$ cat config.mk
export PLATFORM = sky130hd
export DESIGN_NAME = countdown_ctrl
export DESIGN_NICKNAME = d
export VERILOG_FILES = /design/src/rtl/countdown_ctrl.sv
export SDC_FILE = /design/constraint.sdc
export NUM_CORES = 1
export LEC_CHECK = 0
export ABC_CLOCK_PERIOD_IN_PS = 1720
export CAP_MARGIN = 20
export CORE_MARGIN = 5
export CORE_UTILIZATION = 48
export CTS_CLUSTER_SIZE = 25
export DETAILED_ROUTE_END_ITERATION = 8
export PLACE_DENSITY = 0.75
export SETUP_SLACK_MARGIN = 0.3
export SLEW_MARGIN = 10
export SYNTH_ARGS = -nofsm -noshare
export SYNTH_HDL_FRONTEND = slang
export SYNTH_SLANG_ARGS = --single-unit
$ cat constraint.sdc
create_clock -name clk -period 1.72 [get_ports clk]
set_input_delay 0.172 -clock clk [delete_from_list [all_inputs] [get_ports clk]]
set_output_delay 0.172 -clock clk [all_outputs]
set_load 0.01 [all_outputs]
$ cat src/rtl/countdown_ctrl.sv
// Countdown sequencer (0..31 s) with two-digit multiplexed seven-segment scan.
// Optional build macro BLINK_ON_EXPIRE_EN blanks the display on alternate half-seconds in EXPIRED.
module countdown_ctrl #(
  parameter int TICK_DIV = 100_000_000,
  parameter int SCAN_DIV = 100_000
) (
  input  logic       clk,
  input  logic       rst,
  input  logic       start,
  input  logic       pause,
  input  logic       stop,
  input  logic [4:0] load_val,
  output logic [4:0] CD,
  input  logic [7:0] CD_show1,
  input  logic [7:0] CD_show2,
  output logic [7:0] seg_out,
  output logic [1:0] seg_en,
  output logic       busy,
  output logic       expired
);

  localparam int PW = (TICK_DIV > 2) ? $clog2(TICK_DIV) : 1;
  localparam int SW = (SCAN_DIV > 2) ? $clog2(SCAN_DIV) : 1;
  localparam logic [PW-1:0] PMAX = PW'(TICK_DIV - 1);
  localparam logic [SW-1:0] SMAX = SW'(SCAN_DIV - 1);

  typedef enum logic [1:0] {IDLE, RUN, PAUSE, EXPIRED} state_t;

  state_t        state_q;
  logic [4:0]    cd_q;
  logic [PW-1:0] presc_q, presc_d;
  logic          busy_q, expired_q;
  logic          tick_wrap;

  logic [SW-1:0] scan_q, scan_d;
  logic          scan_wrap;
  logic          sel_q;
  logic [7:0]    seg_out_q;
  logic [1:0]    seg_en_q;
  logic          blank;

  assign tick_wrap = (presc_q == PMAX);
  assign presc_d   = tick_wrap ? '0 : presc_q + 1'b1;
  assign scan_wrap = (scan_q == SMAX);
  assign scan_d    = scan_wrap ? '0 : scan_q + 1'b1;

  // The pause edge itself still counts as a RUN cycle, so a pause/resume
  // pair loses no part of the current second.
  always_ff @(posedge clk) begin
    if (rst) begin
      state_q   <= IDLE;
      cd_q      <= '0;
      presc_q   <= '0;
      busy_q    <= 1'b0;
      expired_q <= 1'b0;
    end else if (stop) begin
      state_q   <= IDLE;
      cd_q      <= '0;
      presc_q   <= '0;
      busy_q    <= 1'b0;
      expired_q <= 1'b0;
    end else if (start) begin
      cd_q    <= load_val;
      presc_q <= '0;
      if (load_val == 5'd0) begin
        state_q   <= EXPIRED;
        busy_q    <= 1'b0;
        expired_q <= 1'b1;
      end else begin
        state_q   <= RUN;
        busy_q    <= 1'b1;
        expired_q <= 1'b0;
      end
    end else begin
      case (state_q)
        RUN: begin
          presc_q <= presc_d;
          if (tick_wrap && cd_q == 5'd1) begin
            cd_q      <= '0;
            state_q   <= EXPIRED;
            busy_q    <= 1'b0;
            expired_q <= 1'b1;
          end else begin
            if (tick_wrap) cd_q <= cd_q - 5'd1;
            if (pause) state_q <= PAUSE;
          end
        end
        PAUSE: if (pause) state_q <= RUN;
        default: ;
      endcase
    end
  end

`ifdef BLINK_ON_EXPIRE_EN
  logic [PW-1:0] blink_q;
  localparam logic [PW-1:0] HALF = PW'(TICK_DIV / 2);

  always_ff @(posedge clk) begin
    if (rst || stop || start || state_q != EXPIRED) blink_q <= '0;
    else if (blink_q == PMAX)                       blink_q <= '0;
    else                                            blink_q <= blink_q + 1'b1;
  end

  assign blank = (state_q == EXPIRED) && (blink_q >= HALF);
`else
  assign blank = 1'b0;
`endif

  // Display registers sample the decoder, so they trail CD by one cycle.
  always_ff @(posedge clk) begin
    if (rst) begin
      scan_q    <= '0;
      sel_q     <= 1'b0;
      seg_out_q <= '0;
      seg_en_q  <= '0;
    end else begin
      scan_q <= scan_d;
      if (scan_wrap) sel_q <= ~sel_q;
      if (blank) begin
        seg_out_q <= '0;
        seg_en_q  <= 2'b00;
      end else if (sel_q) begin
        seg_out_q <= CD_show2;
        seg_en_q  <= 2'b01;
      end else begin
        seg_out_q <= CD_show1;
        seg_en_q  <= 2'b10;
      end
    end
  end

  assign CD      = cd_q;
  assign busy    = busy_q;
  assign expired = expired_q;
  assign seg_out = seg_out_q;
  assign seg_en  = seg_en_q;

endmodule
==> results.cfg <==
[setup_path]
critPathSlowestCell = or4b_4
worstSetupStartpointType = flip-flop
worstSetupEndpointType = flip-flop
crit_required_ns = 2.00
crit_family = simple AND/OR/NAND/NOR gates
cp_cell_sequence = or4b_4, nor2_4, nand3_4, or4_1, nand3_1
rrSetupSlack_ns = 0.003
critPathMaxStageDelay_ns = 0.58
worstRegToRegCells = 5
setup.worst_path.class = flip-flop to flip-flop
path_buf_inv = 0
reg2reg_from = presc_q[8]
worstPathMaxFanout = 6
regToRegEndpoint = CD[4]
cp.arrival_ns = 2.00

[placement]
placedCellCount = 459
pre_cts_slack_ns = -0.112
dp_hpwl_um = 4710
gp_congestion = 0.769
port_buffers = 42

[clock_tree]
clock_sinks = 64
clk_pin_slew_ns = 0.07
cts_tree = built
cts_buffers = 9
cts_root_buffer = clkbuf_8
clk_latency_ns = 0.34
cts-htree-levels = 3
clock_tree.buffer_depth = 2

[hold_path]
min-delay-path-class = primary input to flip-flop
hold_depth = 3
worstHoldEndpoint = CD[0]
holdCritStartpoint = load_val[0]

[synth]
synth-seq-cells = 64
syn_area_um2 = 2880
syn_nets = 357
syn_inst = 327
ys.warnings.count = 0
seq_area_frac_synth = 0.444
yosys-top-cells-area = dfxtp_1, xor2_1, nor2_1, nand3_1, xnor2_1
synth_top_area_frac = 0.444
syn_avg_cell_area_um2 = 8.82
synth_common_cells = dfxtp_1, nor2_1, xor2_1
ys_dominant_reg_cell = dfxtp_1
synth_top_area_cell = dfxtp_1
synth_edf_count = 0
ys_types = 43
synth.most_common_cell = dfxtp_1
synthArstFlopShare = 0

[floorplanning]
fp.dieH_um = 87.5
die_area_um2 = 7660
start_util = 0.490
ios = 43
core_um2 = 5890
die_width_um = 87.5
rows = 28

[cells_and_area]
layout-drive-gt1-share = 0.286
synthToLayoutAreaGrowth_pct = 46.8
final_cell_count_no_fill = 494
diodes = 0
finalNetCount = 444

[flow_run]
drv_cap = 0

[global_route]
track_usage = 0.211
antenna_found_initial = 0
grt_pass1_vias = 2766
grt.overflow.total = 0
grt_pass1_wl_um = 12600
grt_max_degree = 19

[timing]
hold_violations = 0
final.setup_skew_ns = 0.00697
worst_slack_ns = 0.00277
fin_crit_sh = 0.998
setup_viol = 0
tightest_slew_ns = 0.581
fmax_ghz = 0.582
slew_viol_final = 0
rsz0062_at_grt = yes
slew_headroom = 0.612
min_period_ns = 1.72

[power_and_ir_drop]
powerDensity_nw_per_um2 = 748
leakage_nw = 1.66
max-vdd-ir-drop_v = 0.000576

[drt]
antenna_left = 0
routed_wl_um = 7660
vias_per_cell = 5.42
dr.pass1.iters = 4
wl_per_cell_um = 15.5
drc = 0
vias = 2678
drt_iter0_markers = 116

[outcome]
status = finished, final reports clean
-- metal layers --
metal / share of wire / vias up / routed length (um) / GRT usage
met5: 0 / - / 0 / 0
met3: 0.042 / 15 / 319 / 0.0464
li1: - / 1314 / - / -
met4: 0.020 / 0 / 155 / 0.0948
met2: 0.54 / 56 / 4150 / 0.388
met1: 0.40 / 1293 / 3030 / 0.230
-- cell type report --
class                   instances  area (um^2)
fillers                       421         1650
flip-flops and latches         64         1320
multi-input cells             245         1730
clock inverters                 2         35.0
repair buffers                 86          843
well taps                      75         93.8
clock buffers                  14          183
inverters                       8         30.0
-- flip-flops by register name, indices dropped and copies added (netlist names) --
signal,count
scan_q,17
expired,1
presc_q,27
CD,5
seg_out,8
seg_en,2
busy,1
state_q,2
sel_q,1
-- how the worst max path moves through the flow --
stage / start / end / depth (start not counted)
floorplan: presc_q[12] / CD[4] / 5
global placement: stop / CD[4] / 6
detailed placement: stop / CD[4] / 6
CTS: presc_q[8] / CD[4] / 5
global route: presc_q[8] / CD[4] / 5
finish: presc_q[8] / CD[4] / 5
-- stage by stage --
| stage | setup TNS (ns) | instance area (um^2) | power [W] | utilization | hold slack, ns |
|---|---|---|---|---|---|
| 4_1_cts | 0 | 4040 | 0.00318 | 0.686 | 0.413 |
| 6_report | 0 | 4230 | 0.00317 | 0.719 | 0.431 |
| 2_1_floorplan | 0 | 2950 | 0.00165 | - | 0.244 |
| 5_1_grt | -1.00 | 4230 | 0.00331 | 0.719 | 0.438 |
| 3_5_place_dp | -0.227 | 3610 | 0.00178 | 0.613 | 0.450 |
| 3_3_place_gp | -0.0860 | 3610 | 0.00177 | 0.613 | 0.442 |
-- placed cells by master, fill, tap and decap left out, types with 8 or more instances in the layout --
master,instances
buf_4,39
clkbuf_8,13
clkdlybuf4s50_1,32
dfxtp_1,45
dfxtp_2,15
inv_1,8
mux2i_1,9
nand2_1,19
nand3_1,23
nand4_1,13
nor2_1,51
nor3_1,10
xnor2_1,13
xor2_1,28
-- logic make-up after synthesis --
group | share of synthesized area
XOR/XNOR | 0.128
AND/OR/NAND/NOR | 0.318
flip-flops | 0.444
multiplexers | 0.0312
adder cells (fa/ha/maj) | 0.0174
AO/OA/AOI/OAI | 0.0334
buffers and inverters | 0.0278
-- report_power, final --
group	internal [W]	leakage (nW)	total, W	switching [W]
logic	0.000149	1.02	0.000258	0.000109
clock network	0.000827	0.113	0.00139	0.000564
registers	0.00150	0.530	0.00152	0.0000177
total	0.00248	1.66	0.00317	0.000691
-- tightest hold or removal path, stage by stage --
cell and delay, ns:
clkdlybuf4s50_1 0.42, nand3_1 0.09, nand2_1 0.05
-- repair_timing --
item,4_1_cts,5_1_grt
gates resized for setup,28,37
buffers inserted,7,7
pin swaps,18,23
gates cloned,4,1
setup endpoints to repair,57,59
hold buffers,0,0
Power figures use the tool's default switching activity.
